`src/rtl/note_pkg.sv`:
```
// Shared constants and types for the PS/2 note decoder.
// - Note indices C = 0 ... B = 11 (bit positions in the note register).
// - Set-2 scancodes for the twelve note keys and the control codes.
// - Receiver FSM state type and a scancode-to-note lookup helper.
package note_pkg;

    localparam int unsigned NUM_NOTES = 12;

    localparam logic [3:0] NOTE_C  = 4'd0;
    localparam logic [3:0] NOTE_CS = 4'd1;
    localparam logic [3:0] NOTE_D  = 4'd2;
    localparam logic [3:0] NOTE_DS = 4'd3;
    localparam logic [3:0] NOTE_E  = 4'd4;
    localparam logic [3:0] NOTE_F  = 4'd5;
    localparam logic [3:0] NOTE_FS = 4'd6;
    localparam logic [3:0] NOTE_G  = 4'd7;
    localparam logic [3:0] NOTE_GS = 4'd8;
    localparam logic [3:0] NOTE_A  = 4'd9;
    localparam logic [3:0] NOTE_AS = 4'd10;
    localparam logic [3:0] NOTE_B  = 4'd11;

    localparam logic [7:0] SC_C  = 8'h1C;
    localparam logic [7:0] SC_CS = 8'h1D;
    localparam logic [7:0] SC_D  = 8'h1B;
    localparam logic [7:0] SC_DS = 8'h24;
    localparam logic [7:0] SC_E  = 8'h23;
    localparam logic [7:0] SC_F  = 8'h2B;
    localparam logic [7:0] SC_FS = 8'h2C;
    localparam logic [7:0] SC_G  = 8'h34;
    localparam logic [7:0] SC_GS = 8'h35;
    localparam logic [7:0] SC_A  = 8'h33;
    localparam logic [7:0] SC_AS = 8'h3C;
    localparam logic [7:0] SC_B  = 8'h3B;

    localparam logic [7:0] SC_EXT  = 8'hE0;
    localparam logic [7:0] SC_BRK  = 8'hF0;
    localparam logic [7:0] SC_OVR0 = 8'h00;
    localparam logic [7:0] SC_OVR1 = 8'hFF;
    localparam logic [7:0] SC_BAT  = 8'hAA;
    localparam logic [7:0] SC_ACK  = 8'hFA;

    typedef enum logic [1:0] {
        StIdle,
        StData,
        StParity,
        StStop
    } rx_state_e;

    typedef struct packed {
        logic       hit;
        logic [3:0] idx;
    } note_hit_t;

    function automatic note_hit_t note_lookup(input logic [7:0] code);
        note_hit_t res;
        res.hit = 1'b1;
        res.idx = NOTE_C;
        case (code)
            SC_C:    res.idx = NOTE_C;
            SC_CS:   res.idx = NOTE_CS;
            SC_D:    res.idx = NOTE_D;
            SC_DS:   res.idx = NOTE_DS;
            SC_E:    res.idx = NOTE_E;
            SC_F:    res.idx = NOTE_F;
            SC_FS:   res.idx = NOTE_FS;
            SC_G:    res.idx = NOTE_G;
            SC_GS:   res.idx = NOTE_GS;
            SC_A:    res.idx = NOTE_A;
            SC_AS:   res.idx = NOTE_AS;
            SC_B:    res.idx = NOTE_B;
            default: res.hit = 1'b0;
        endcase
        return res;
    endfunction

endpackage

```
`src/rtl/ps2_rx.sv`:
```
// PS/2 frame receiver: synchronisers, clock glitch filter, falling-edge strobe,
// start/data/parity/stop FSM and inter-edge timeout.
// Ports:
//   i_clk, i_rst_n       system clock, async active-low reset
//   i_ps2_clk, i_ps2_dat raw keyboard lines (asynchronous)
//   o_byte               last accepted byte (registered)
//   o_valid              one-cycle pulse when o_byte updates
//   o_err                one-cycle pulse on start/parity/stop/timeout error
module ps2_rx
    import note_pkg::*;
#(
    parameter int unsigned FILTER_LEN     = 8,
    parameter int unsigned TIMEOUT_CYCLES = 50000
) (
    input  logic       i_clk,
    input  logic       i_rst_n,
    input  logic       i_ps2_clk,
    input  logic       i_ps2_dat,
    output logic [7:0] o_byte,
    output logic       o_valid,
    output logic       o_err
);

    localparam int unsigned FW = $clog2(FILTER_LEN + 1);
    localparam int unsigned TW = $clog2(TIMEOUT_CYCLES + 1);
    localparam logic [FW-1:0] FILT_MAX = FW'(FILTER_LEN - 1);
    localparam logic [TW-1:0] TO_MAX   = TW'(TIMEOUT_CYCLES - 1);

    logic [1:0]    r_clk_sync;
    logic [1:0]    r_dat_sync;
    logic          r_clk_filt;
    logic          r_clk_filt_d;
    logic [FW-1:0] r_filt_cnt;
    rx_state_e     r_state;
    rx_state_e     w_state_next;
    logic [2:0]    r_bit_cnt;
    logic [7:0]    r_shift;
    logic          r_par_ok;
    logic [TW-1:0] r_to_cnt;
    logic [7:0]    r_byte;
    logic          r_valid;
    logic          r_err;

    logic w_clk_s;
    logic w_dat_s;
    logic w_strobe;
    logic w_timeout;
    logic w_accept;
    logic w_err_d;

    assign w_clk_s = r_clk_sync[1];
    assign w_dat_s = r_dat_sync[1];

    // Lines idle high, so the synchronisers and filter reset to 1 to avoid a
    // spurious falling edge out of reset.
    always_ff @(posedge i_clk or negedge i_rst_n) begin
        if (!i_rst_n) begin
            r_clk_sync   <= 2'b11;
            r_dat_sync   <= 2'b11;
            r_clk_filt   <= 1'b1;
            r_clk_filt_d <= 1'b1;
            r_filt_cnt   <= '0;
        end else begin
            r_clk_sync   <= {r_clk_sync[0], i_ps2_clk};
            r_dat_sync   <= {r_dat_sync[0], i_ps2_dat};
            r_clk_filt_d <= r_clk_filt;
            if (w_clk_s == r_clk_filt) begin
                r_filt_cnt <= '0;
            end else if (r_filt_cnt == FILT_MAX) begin
                r_clk_filt <= w_clk_s;
                r_filt_cnt <= '0;
            end else begin
                r_filt_cnt <= r_filt_cnt + FW'(1);
            end
        end
    end

    assign w_strobe  = r_clk_filt_d & ~r_clk_filt;
    // A strobe on the terminal count cycle wins over the timeout.
    assign w_timeout = (r_state != StIdle) && !w_strobe && (r_to_cnt == TO_MAX);

    // FSM state register
    always_ff @(posedge i_clk or negedge i_rst_n) begin
        if (!i_rst_n) begin
            r_state <= StIdle;
        end else begin
            r_state <= w_state_next;
        end
    end

    // FSM next state
    always_comb begin
        w_state_next = r_state;
        if (w_timeout) begin
            w_state_next = StIdle;
        end else if (w_strobe) begin
            case (r_state)
                StIdle:   if (!w_dat_s) w_state_next = StData;
                StData:   if (r_bit_cnt == 3'd7) w_state_next = StParity;
                StParity: w_state_next = StStop;
                StStop:   w_state_next = StIdle;
                default:  w_state_next = StIdle;
            endcase
        end
    end

    // FSM outputs
    always_comb begin
        w_accept = 1'b0;
        w_err_d  = 1'b0;
        if (w_timeout) begin
            w_err_d = 1'b1;
        end else if (w_strobe) begin
            case (r_state)
                StIdle: w_err_d = w_dat_s;
                StStop: begin
                    w_accept = w_dat_s & r_par_ok;
                    w_err_d  = ~(w_dat_s & r_par_ok);
                end
                default: ;
            endcase
        end
    end

    // Datapath: shift register, bit count, parity, timeout, registered outputs
    always_ff @(posedge i_clk or negedge i_rst_n) begin
        if (!i_rst_n) begin
            r_bit_cnt <= '0;
            r_shift   <= '0;
            r_par_ok  <= 1'b0;
            r_to_cnt  <= '0;
            r_byte    <= '0;
            r_valid   <= 1'b0;
            r_err     <= 1'b0;
        end else begin
            r_valid <= w_accept;
            r_err   <= w_err_d;
            if (w_accept) begin
                r_byte <= r_shift;
            end
            if (r_state == StIdle || w_strobe || w_timeout) begin
                r_to_cnt <= '0;
            end else begin
                r_to_cnt <= r_to_cnt + TW'(1);
            end
            if (w_strobe) begin
                case (r_state)
                    StIdle: r_bit_cnt <= '0;
                    StData: begin
                        r_shift   <= {w_dat_s, r_shift[7:1]};
                        r_bit_cnt <= r_bit_cnt + 3'd1;
                    end
                    // Odd parity: data plus parity bit must hold an odd count of ones.
                    StParity: r_par_ok <= ^{r_shift, w_dat_s};
                    default: ;
                endcase
            end
        end
    end

    assign o_byte  = r_byte;
    assign o_valid = r_valid;
    assign o_err   = r_err;

endmodule

```
`src/rtl/ps2_note_decoder.sv`:
```
// PS/2 keyboard to note-enable decoder. Turns set-2 make/break scancodes into
// twelve level-sensitive note enables (chords allowed) for the tone generator.
// Ports:
//   CLOCK_50, resetn        system clock, async active-low reset
//   PS2_CLK, PS2_DAT        keyboard lines
//   en_C ... en_B           note held enables (registered)
//   scan_code, scan_valid   last good byte and its one-cycle update pulse
//   frame_err               one-cycle pulse on any frame error
module ps2_note_decoder
    import note_pkg::*;
#(
    parameter int unsigned FILTER_LEN     = 8,
    parameter int unsigned TIMEOUT_CYCLES = 50000
) (
    input  logic       CLOCK_50,
    input  logic       resetn,
    input  logic       PS2_CLK,
    input  logic       PS2_DAT,
    output logic       en_C,
    output logic       en_Cs,
    output logic       en_D,
    output logic       en_Ds,
    output logic       en_E,
    output logic       en_F,
    output logic       en_Fs,
    output logic       en_G,
    output logic       en_Gs,
    output logic       en_A,
    output logic       en_As,
    output logic       en_B,
    output logic [7:0] scan_code,
    output logic       scan_valid,
    output logic       frame_err
);

    logic [7:0]           w_byte;
    logic                 w_valid;
    logic                 w_err;
    logic [NUM_NOTES-1:0] r_notes;
    logic [NUM_NOTES-1:0] w_notes_d;
    logic                 r_ext;
    logic                 w_ext_d;
    logic                 r_brk;
    logic                 w_brk_d;
    note_hit_t            w_hit;

    ps2_rx #(
        .FILTER_LEN     (FILTER_LEN),
        .TIMEOUT_CYCLES (TIMEOUT_CYCLES)
    ) u_rx (
        .i_clk     (CLOCK_50),
        .i_rst_n   (resetn),
        .i_ps2_clk (PS2_CLK),
        .i_ps2_dat (PS2_DAT),
        .o_byte    (w_byte),
        .o_valid   (w_valid),
        .o_err     (w_err)
    );

    assign w_hit = note_lookup(w_byte);

    always_comb begin
        w_notes_d = r_notes;
        w_ext_d   = r_ext;
        w_brk_d   = r_brk;
        if (w_err) begin
            w_ext_d = 1'b0;
            w_brk_d = 1'b0;
        end else if (w_valid) begin
            case (w_byte)
                SC_EXT: w_ext_d = 1'b1;
                SC_BRK: w_brk_d = 1'b1;
                SC_OVR0, SC_OVR1: begin
                    w_notes_d = '0;
                    w_ext_d   = 1'b0;
                    w_brk_d   = 1'b0;
                end
                SC_BAT, SC_ACK: begin
                    w_ext_d = 1'b0;
                    w_brk_d = 1'b0;
                end
                default: begin
                    // Extended codes share values with note keys but never play.
                    if (!r_ext && w_hit.hit) begin
                        w_notes_d[w_hit.idx] = ~r_brk;
                    end
                    w_ext_d = 1'b0;
                    w_brk_d = 1'b0;
                end
            endcase
        end
    end

    always_ff @(posedge CLOCK_50 or negedge resetn) begin
        if (!resetn) begin
            r_notes <= '0;
            r_ext   <= 1'b0;
            r_brk   <= 1'b0;
        end else begin
            r_notes <= w_notes_d;
            r_ext   <= w_ext_d;
            r_brk   <= w_brk_d;
        end
    end

    assign en_C  = r_notes[NOTE_C];
    assign en_Cs = r_notes[NOTE_CS];
    assign en_D  = r_notes[NOTE_D];
    assign en_Ds = r_notes[NOTE_DS];
    assign en_E  = r_notes[NOTE_E];
    assign en_F  = r_notes[NOTE_F];
    assign en_Fs = r_notes[NOTE_FS];
    assign en_G  = r_notes[NOTE_G];
    assign en_Gs = r_notes[NOTE_GS];
    assign en_A  = r_notes[NOTE_A];
    assign en_As = r_notes[NOTE_AS];
    assign en_B  = r_notes[NOTE_B];

    assign scan_code  = w_byte;
    assign scan_valid = w_valid;
    assign frame_err  = w_err;

endmodule

```
`config.mk`:
```
export PLATFORM = sky130hd
export DESIGN_NAME = ps2_note_decoder
export DESIGN_NICKNAME = d
export VERILOG_FILES = /design/src/rtl/note_pkg.sv /design/src/rtl/ps2_rx.sv /design/src/rtl/ps2_note_decoder.sv
export SDC_FILE = /design/constraint.sdc
export NUM_CORES = 1
export LEC_CHECK = 0
export ABC_AREA = 1
export BUFFER_PORTS_ARGS = -buffer_cell sky130_fd_sc_hd__buf_2
export CORE_UTILIZATION = 31
export CTS_CLUSTER_SIZE = 25
export DETAILED_ROUTE_END_ITERATION = 7
export PLACE_DENSITY = 0.52
export SYNTH_ARGS = -nofsm -noshare
export SYNTH_HDL_FRONTEND = slang
export SYNTH_SLANG_ARGS = --single-unit
```
`constraint.sdc`:
```
create_clock -name CLOCK_50 -period 1.85 [get_ports CLOCK_50]
set_input_delay 0.37 -clock CLOCK_50 [delete_from_list [all_inputs] [get_ports CLOCK_50]]
set_output_delay 0.37 -clock CLOCK_50 [all_outputs]
set_load 0.02 [all_outputs]
```
==> run_results.csv, run 1 <==
group,metric,value,unit
run_status,outcome,"completed",
route,antenna_left,0,
timing,relSlewSlack,0.6542,
timing,worst_slew_pin_slew,0.5182,ns
global_routing,grt_max_degree,26,
global_routing,first_global_vias,2678,
route,first_iter_violations,122,
route,remaining_drc_errors,0,
cts,cts_buffer_depth,2,
setup_path,critPathCaptureType,"flop",
timing,final_max_slew_viol_count,0,
cts,htree_levels,3,
placement,dp_cells,584,
synthesis,synth.avg_cell_area,7.962,µm²
route,via_count,2845,
synthesis,synth_top_area_cell,"dfrtp_1",
cts,clock_latency,0.34,ns
setup_path,cp-start-kind,"flop",
cts,clock-sinks,64,
cts,cts_tree,"yes",
cts,path_clk_slew,0.08,ns
setup_path,path_max_fanout,12,
synthesis,yosys.area.top_type_share,0.4299,
placement,place_hpwl,5158,µm
pwr,vdd_drop_max,0.0004364,V
cells_and_area,antenna_cells,0,
timing,fin_crit_sh,0.9332,
job,cap_violations,0,
timing,fmax,579.3,MHz
route,avgViaCountPerCell,4.656,
setup_path,criticalPathCategory,"reg2reg",
route,wl_per_cell,12.12,µm
synthesis,synth_common_cells,"113 x nand2_1, 58 x dfrtp_1, 51 x nor2_1",
pwr,power.density,914.9,mW/mm²
placement,placed_area,0.003696,mm²
floorplanning,pin_count,26,
pwr,power.leakage,1.965,nW
synthesis,synth_area_leaders,"dfrtp_1 43%, nand2_1 13%, nor2_1 5.7%, inv_1 4.9%, dfstp_2 4.7%",
cells_and_area,drive_gt1_frac,0.2168,
synthesis,async_reset_ff_frac,1.000,
synthesis,synthFlopType,"dfrtp_1",
timing,hold_viol_final,0,
floorplanning,num_rows,37,
timing,period_needed,1.726,ns
floorplanning,core,0.01046,mm²
route,routed_wl,7405,µm
global_routing,track_usage,0.1410,
timing,setup_viol,0,
cts,cts_inserted_buffers,9,
placement,port_buffers,25,
synthesis,syn_area,0.003376,mm²
synthesis,yosysSeqAreaShare,0.4766,
cts,cts_root_buf,"clkbuf_8",
setup_path,critPathRequiredTime,2.13,ns
synthesis,synth_seq_cells,64,
placement,routabilityCongestion,0.8796,
global_routing,grt_overflow,0,
floorplanning,start_util,0.3227,
synthesis,synthCells,424,
worst_hold_path,hold_path_class,"in2reg",
synthesis,synth_fp_nets,436,
timing,skew,0.01456,ns
synthesis,yosysMostFrequentCell,"nand2_1",
cells_and_area,syn_to_final_growth,20.61,%
synthesis,ys_warn_count,0,
global_routing,grt_pass1_wl,12700,µm
synthesis,yosysUniqueCellTypes,37,
route,drtPass1Iterations,4,
cells_and_area,final_nets,482,
cells_and_area,stdcell_count,611,
setup_path,arrival,2.00,ns
synthesis,synth-edff-count,0,
floorplanning,die_h,106.4,µm
cells_and_area,fin_area,0.004071,mm²
floorplanning,die_area,0.01131,mm²
global_routing,antenna_found_initial,0,
floorplanning,fp.dieW,106.4,µm
## path summary, 6_finish.rpt
kind                                         start                 end  cells after the start  slack, ns
worst max-delay path                u_rx.o_byte[4]          r_notes[3]                      7       0.12
worst min-delay path                       PS2_CLK  u_rx.r_clk_sync[0]                      1       0.13
worst max register to register      u_rx.o_byte[4]          r_notes[3]                      7       0.12
worst min register to register  u_rx.r_dat_sync[0]  u_rx.r_dat_sync[1]                      0       0.36
max in group asynchronous                   resetn  u_rx.r_dat_sync[1]                      3       0.76
min in group asynchronous                   resetn      u_rx.o_byte[3]                      2       0.51
## metrics by stage
stage          worst slack (ns)  TNS, ns  hold WS, ns  utilization  total power [mW]
3_5_place_dp           -0.08243  -0.4824       0.3456       0.3533             2.630
4_1_cts                0.001042        0       0.1088       0.3755             3.769
5_1_grt                -0.02813  -0.2261      0.09472       0.3891             4.006
3_3_place_gp           -0.03344  -0.3061       0.3411       0.3533             2.606
2_1_floorplan            0.2402        0      0.07441            -             2.385
6_report                 0.1237        0       0.1252       0.3891             3.725
## sequential cells by signal, indices dropped and copies added (netlist names), 2 cells and up
signal	cells
u_rx.r_state	2
u_rx.r_dat_sync	2
u_rx.r_to_cnt	16
u_rx.r_clk_sync	2
u_rx.r_bit_cnt	3
u_rx.o_byte	8
u_rx.r_filt_cnt	4
u_rx.r_shift	8
r_notes	12
## repair_timing
action	4_1_cts	5_1_grt
resized for setup	4	20
hold buffers	1	0
setup endpoints to repair	12	30
pin swaps	2	4
setup buffers	0	7
gates cloned	2	1
hold endpoints to repair	15	0
## cell usage in the layout (no fill, tap or decap), types with 2 or more instances in the layout
cell type,n
nand2_1,108
dfrtp_1,57
nor2_1,49
inv_1,42
buf_2,25
o21ai_0,24
nand3_1,22
nand4_1,15
buf_4,12
clkbuf_8,11
a21oi_1,9
nor3_1,9
nand2_2,8
inv_2,7
ha_1,7
xnor2_1,6
xor2_1,6
dfstp_2,6
nor2_2,5
nor3b_1,5
nor4_1,4
nand2_4,4
nor3_2,3
nand3_2,3
clkinvlp_4,3
buf_12,3
nor4_4,2
nand3b_1,2
nor2_4,2
nor3_4,2
## critical path, stage by stage, from the launching register on
cell and delay [ns]:
dfrtp_1 0.45, inv_2 0.07, nand2_2 0.13, nor3_1 0.07
o21a_1 0.24, nor3_4 0.46, nand4_1 0.15, nand2_1 0.09
## cell families after synthesis
kind of cell / share of synthesized area
buffers and inverters: 0.07450
muxes: 0.003336
adders and majority gates: 0.02965
AOI/OAI and AO/OA: 0.05486
xor gates and xnor gates: 0.03113
and+or+nand+nor: 0.3299
DFF: 0.4766
## area by class of cell
type,instances,area [µm²]
clock buffer,12,155.1
clock inverter,4,28.78
fill,1093,6391
inverter,51,195.2
multi-input combinational,303,1627
sequential,64,1610
tap,136,170.2
timing repair buffer,41,285.3
## report_power, final
part	internal [mW]	leakage [nW]	switching [mW]
Combinational	0.337	1.02	0.499
Clock	0.560	0.0886	0.557
Sequential	1.61	0.859	0.165
## metal layers
| metal | part of all wire | track usage | vias to the layer above |
|---|---|---|---|
| met5 | 0 | 0 | - |
| met4 | 0.014 | 0.03968 | 0 |
| met3 | 0.033 | 0.04169 | 8 |
| met2 | 0.49 | 0.2324 | 54 |
| met1 | 0.47 | 0.1781 | 1320 |
| li1 | - | - | 1463 |
(Power assumes the default switching activity.)
==> run 2, diff against run 1 <==
--- a/config.mk
+++ b/config.mk
@@ -6,11 +6,13 @@
 export NUM_CORES = 1
 export LEC_CHECK = 0
 export ABC_AREA = 1
-export BUFFER_PORTS_ARGS = -buffer_cell sky130_fd_sc_hd__buf_2
 export CORE_UTILIZATION = 31
 export CTS_CLUSTER_SIZE = 25
 export DETAILED_ROUTE_END_ITERATION = 7
-export PLACE_DENSITY = 0.52
+export DONT_BUFFER_PORTS = 1
+export GPL_ROUTABILITY_DRIVEN = 0
+export PLACE_DENSITY = 0.5
+export RECOVER_POWER = 25
 export SYNTH_ARGS = -nofsm -noshare
 export SYNTH_HDL_FRONTEND = slang
 export SYNTH_SLANG_ARGS = --single-unit
==> run_results.csv, run 2 (same netlist as run 1, synthesis figures left out) <==
group,metric,value,unit
run_status,outcome,"completed",
setup_path,reg2reg_depth,11,
timing,rsz0062_at_grt,"true",
timing,final_max_slew_viol_count,0,
route,antenna_left,0,
timing,fin_ws,0.08579,ns
floorplanning,start_util,0.3227,
cells_and_area,reg.largest.list,"u_rx.r_to_cnt: 16 flops, r_notes: 12 flops",
cts,cts_tree,"yes",
setup_path,rr_endpoint,"r_notes[9]",
cells_and_area,fillers,1105,
setup_path,arrival,1.99,ns
timing,skew,0.009738,ns
floorplanning,fp.dieW,106.4,µm
route,avgViaCountPerCell,4.681,
placement,port_buffers,0,
timing,period_needed,1.764,ns
worst_hold_path,hold_start,"PS2_DAT",
global_routing,grt_pass1_wl,12540,µm
pwr,power.density,913.6,mW/mm²
timing,fin_crit_sh,0.9536,
timing,fmax,566.8,MHz
setup_path,rrSetupSlack,0.09,ns
floorplanning,pin_count,26,
setup_path,critPathCaptureType,"flop",
setup_path,criticalPathCategory,"reg2reg",
setup_path,r2r_start,"u_rx.o_byte[0]",
pwr,finalPower,3.699,mW
cells_and_area,final_nets,470,
timing,fin_tns_setup,0,ns
route,remaining_drc_errors,0,
worst_hold_path,hold_depth,0,
cts,cts_root_buf,"clkbuf_8",
cells_and_area,fin_area,0.004049,mm²
cells_and_area,final_common_cell,"nand2_1",
placement,dp_slack,-0.03068,ns
cts,path_clk_slew,0.07,ns
floorplanning,die_h,106.4,µm
cells_and_area,largest_reg_flops,16,
cts,clock-sinks,64,
timing,relSlewSlack,0.3925,
cts,cts_inserted_buffers,9,
route,via_count,2799,
setup_path,path_max_fanout,12,
floorplanning,die_area,0.01131,mm²
route,drtPass1Iterations,4,
timing,fin_hold_ws,0.03561,ns
global_routing,track_usage,0.1428,
route,routed_wl,7538,µm
cts,htree_levels,3,
placement,place_hpwl,4893,µm
floorplanning,core,0.01046,mm²
route,first_iter_violations,137,
timing,worst_slew_pin_slew,0.9112,ns
timing,hold_viol_final,0,
cts,cts_buffer_depth,2,
global_routing,grt_overflow,0,
cells_and_area,syn_to_final_growth,19.94,%
cts,clock_latency,0.33,ns
placement,placed_area,0.003671,mm²
timing,setup_viol,0,
worst_hold_path,hold_path_class,"in2reg",
setup_path,cp-start-kind,"flop",
cells_and_area,drive_gt1_frac,0.2035,
pwr,vdd_drop_max,0.0003185,V
floorplanning,num_rows,37,
global_routing,first_global_vias,2692,
cells_and_area,mostFrequentLayoutCells,"104 x nand2_1, 58 x dfrtp_1, 46 x nor2_1, 42 x inv_1",
worst_hold_path,min_to,"u_rx.r_dat_sync[0]",
pwr,power.leakage,1.922,nW
cells_and_area,antenna_cells,0,
job,cap_violations,0,
global_routing,antenna_found_initial,0,
route,wl_per_cell,12.61,µm
setup_path,critPathRequiredTime,2.07,ns
global_routing,grt_max_degree,65,
cells_and_area,top_register,"u_rx.r_to_cnt",
[run 2: per-layer routing]
layer / wire (µm) / share of wire / GRT usage
met5: 0 / 0 / 0
met4: 170 / 0.023 / 0.06548
met3: 298 / 0.040 / 0.04292
met2: 3716 / 0.49 / 0.2398
met1: 3353 / 0.44 / 0.1664
[run 2: report_power, final]
group	internal [mW]	switching [mW]	total, mW	leakage, nW
sequential	1.60	0.158	1.76	0.860
clock	0.548	0.527	1.07	0.0882
combinational	0.359	0.503	0.862	0.973
total	2.51	1.19	3.70	1.92
[run 2: through the flow]
step / std cells / util
5_1_grt: 598 / 0.3870
4_1_cts: 590 / 0.3689
2_1_floorplan: 424 / -
3_5_place_dp: 574 / 0.3509
6_report: 598 / 0.3870
3_3_place_gp: 574 / 0.3509
[run 2: layout make-up]
class | count | area (µm²) | share of cell area
Clock buffer | 12 | 155.1 | 0.03832
Clock inverter | 3 | 17.52 | 0.004326
Inverter | 51 | 195.2 | 0.04821
Multi-Input combinational cell | 303 | 1654 | 0.4085
Sequential cell | 64 | 1609 | 0.3974
Tap cell | 136 | 170.2 | 0.04203
Timing Repair Buffer | 29 | 247.7 | 0.06119
[run 2: how the worst max path moves through the flow]
stage,startpoint,end,slack [ns],cells after the start
after detailed placement,u_rx.o_byte[3],r_notes[11],-0.03,8
after floorplan,u_rx.o_byte[7],r_notes[10],0.24,13
after global placement,u_rx.o_byte[3],r_notes[11],-0.006,8
final,u_rx.o_byte[0],r_notes[9],0.09,11
after global routing,u_rx.o_byte[0],r_notes[9],-0.04,11
after CTS,u_rx.o_byte[3],r_notes[9],0.007,8
[run 2: what timing repair did]
item                                   in CTS  in global routing
gates resized for setup                     1                 27
setup buffers                               0                  3
setup endpoints to repair                   5                 15
endpoints found under the hold margin      64                 65
cloned                                      1                  2
pin swaps                                   1                  6
[run 2: worst max-delay path: stages, from the launching register on]
cell and delay, ns:
dfrtp_1 0.40, buf_4 0.16, nand2_1 0.10, inv_2 0.07
nand2_2 0.12, nand2_1 0.08, o21ai_2 0.18, nand3_2 0.12
nand2_4 0.15, nand2_4 0.13, nand4_1 0.10, nand2_1 0.06
==> run 3, diff against run 2 <==
--- a/config.mk
+++ b/config.mk
@@ -6,12 +6,12 @@
 export NUM_CORES = 1
 export LEC_CHECK = 0
 export ABC_AREA = 1
-export CORE_UTILIZATION = 31
+export CORE_UTILIZATION = 56
 export CTS_CLUSTER_SIZE = 25
 export DETAILED_ROUTE_END_ITERATION = 7
 export DONT_BUFFER_PORTS = 1
 export GPL_ROUTABILITY_DRIVEN = 0
-export PLACE_DENSITY = 0.5
+export PLACE_DENSITY = 0.76
 export RECOVER_POWER = 25
 export SYNTH_ARGS = -nofsm -noshare
 export SYNTH_HDL_FRONTEND = slang
==> run_results.csv, run 3 (same netlist as run 1, synthesis figures left out) <==
group,metric,value,unit
run_status,outcome,"completed",
cells_and_area,mostFrequentLayoutCells,"111 x nand2_1, 55 x dfrtp_1, 49 x nor2_1, 40 x inv_1, 24 x o21ai_0",
cts,clock_latency,0.34,ns
pwr,p_switching,1.235,mW
timing,period_needed,1.764,ns
floorplanning,pin_count,26,
timing,fin_crit_sh,0.9535,
cells_and_area,final_common_cell,"nand2_1",
cts,clock-sinks,64,
pwr,pwr-share-seq,0.449,
setup_path,path_cells,"inv_2 > nand2_4 > nor3_2 > nand3_1 > nand2_2 > clkinvlp_4 > buf_6 > o21ai_0 > nand3_1 > nand2_1 > nand2_1",
worst_hold_path,hold_depth,0,
setup_path,crit_slowest_cell,"dfrtp_1",
route,dr_wl_met3,306,µm
route,dr.max_layer_used,"met4",
setup_path,critPathRequiredTime,2.09,ns
cts,path_clk_slew,0.08,ns
route,wl_per_cell,12.70,µm
timing,relSlewSlack,0.4397,
global_routing,grt_max_degree,65,
timing,hold_viol_final,0,
route,via_count,2784,
route,avgViaCountPerCell,5.283,
timing,fin_hold_ws,0.02058,ns
floorplanning,die_area,0.006343,mm²
global_routing,first_global_vias,2623,
floorplanning,core,0.005642,mm²
pwr,vdd_drop_max,0.0006850,V
setup_path,cp-start-kind,"flop",
setup_path,criticalPathCategory,"reg2reg",
global_routing,grt_pass1_wl,11450,µm
cells_and_area,final_nets,462,
timing,final_max_slew_viol_count,0,
floorplanning,start_util,0.5984,
timing,worst_slew_pin_slew,0.8405,ns
cells_and_area,drive_gt1_frac,0.1802,
cells_and_area,largest_reg_flops,16,
floorplanning,die_h,79.64,µm
pwr,power.density,1008,mW/mm²
setup_path,rr_endpoint,"r_notes[11]",
cts,cts_inserted_buffers,9,
cells_and_area,fillers,419,
global_routing,track_usage,0.2354,
timing,rsz0062_at_grt,"true",
pwr,power_frac_comb,0.211,
setup_path,path_max_fanout,7,
cells_and_area,reg.largest.list,"u_rx.r_to_cnt: 16 flops, r_notes: 12 flops",
route,met1_length,3123,µm
timing,skew,0.009882,ns
setup_path,r2r_start,"u_rx.o_byte[7]",
setup_path,rrSetupSlack,0.09,ns
timing,setup_viol,0,
route,routed_wl,6693,µm
cts,cts_root_buf,"clkbuf_8",
placement,port_buffers,0,
pwr,clkPwrFrac,0.340,
global_routing,grt_overflow,0,
setup_path,critPathCaptureType,"flop",
worst_hold_path,hold_path_class,"in2reg",
route,drtPass1Iterations,4,
pwr,internal_power,2.691,mW
cells_and_area,multiInputGateArea,0.001593,mm²
pwr,power.leakage,1.885,nW
route,first_iter_violations,161,
timing,fmax,566.9,MHz
cts,htree_levels,3,
worst_hold_path,hold_start,"PS2_CLK",
job,cap_violations,0,
global_routing,antenna_found_initial,0,
route,antenna_left,0,
cells_and_area,syn_to_final_growth,15.34,%
placement,place_hpwl,4358,µm
setup_path,reg2reg_depth,11,
setup_path,arrival,2.00,ns
cts,cts_buffer_depth,2,
cells_and_area,antenna_cells,0,
cts,cts_tree,"yes",
route,remaining_drc_errors,0,
worst_hold_path,min_to,"u_rx.r_clk_sync[0]",
timing,fin_tns_setup,0,ns
floorplanning,num_rows,27,
cells_and_area,top_register,"u_rx.r_to_cnt",
setup_path,slowest_delay,0.41,ns
route,wl_met2,3138,µm
pwr,switching_share,0.3145,
cells_and_area,regArea,0.001613,mm²
floorplanning,fp.dieW,79.64,µm
run 3: power groups by stage:
stage	clock [mW]	combinational, mW	sequential, mW
2_1_floorplan	0	0.629	1.76
3_3_place_gp	0	0.763	1.78
3_5_place_dp	0	0.786	1.79
4_1_cts	1.35	0.801	1.77
5_1_grt	1.42	0.968	1.80
6_report	1.33	0.827	1.76
run 3: through the flow:
stage | cell area [µm²] | cells | util | power, mW | setup WS [ns]
after floorplan | 3376 | 424 | - | 2.385 | 0.2402
after global placement | 3518 | 502 | 0.6236 | 2.547 | 0.005440
after detailed placement | 3518 | 502 | 0.6236 | 2.577 | -0.01782
after CTS | 3747 | 519 | 0.6642 | 3.919 | 0.008834
after global routing | 3894 | 527 | 0.6902 | 4.188 | -0.01728
final | 3894 | 527 | 0.6902 | 3.926 | 0.08609
run 3: critical path, delay by kind of cell, from the launching register on:
kind | cells | cell delay (ns)
buffers and inverters | 3 | 0.52
AND/OR/NAND/NOR | 7 | 0.68
flip-flops | 1 | 0.41
AO/OA/AOI/OAI | 1 | 0.07
run 3: worst max-delay path by stage:
stage / endpoint / slack, ns / start
final: r_notes[11] / 0.09 / u_rx.o_byte[7]
after global routing: r_notes[8] / -0.02 / u_rx.o_byte[6]
after CTS: r_notes[10] / 0.009 / u_rx.o_byte[4]
after detailed placement: r_notes[3] / -0.02 / u_rx.o_byte[2]
after global placement: r_notes[10] / 0.005 / u_rx.o_byte[2]
after floorplan: r_notes[10] / 0.24 / u_rx.o_byte[7]
run 3: repair_timing:
action / CTS / global route
pin swaps: 1 / 4
setup buffers: 0 / 5
endpoints found under the hold margin: 64 / 64
resized for setup: 0 / 23
gates cloned: 1 / 1
endpoints found under the setup margin: 9 / 16
run 3: layer usage:
| metal | track usage | vias to the layer above |
|---|---|---|
| met1 | 0.3004 | 1285 |
| met4 | 0.1073 | 0 |
| met3 | 0.04914 | 11 |
| met2 | 0.3821 | 74 |
| met5 | 0 | - |
| li1 | - | 1414 |
run 3: area by class of cell:
type | count | share of cell area
Clock buffer | 9 | 0.03181
Sequential cell | 64 | 0.4142
Multi-Input combinational cell | 302 | 0.4091
Inverter | 51 | 0.05013
Tap cell | 72 | 0.02314
Clock inverter | 7 | 0.02442
Timing Repair Buffer | 22 | 0.04724
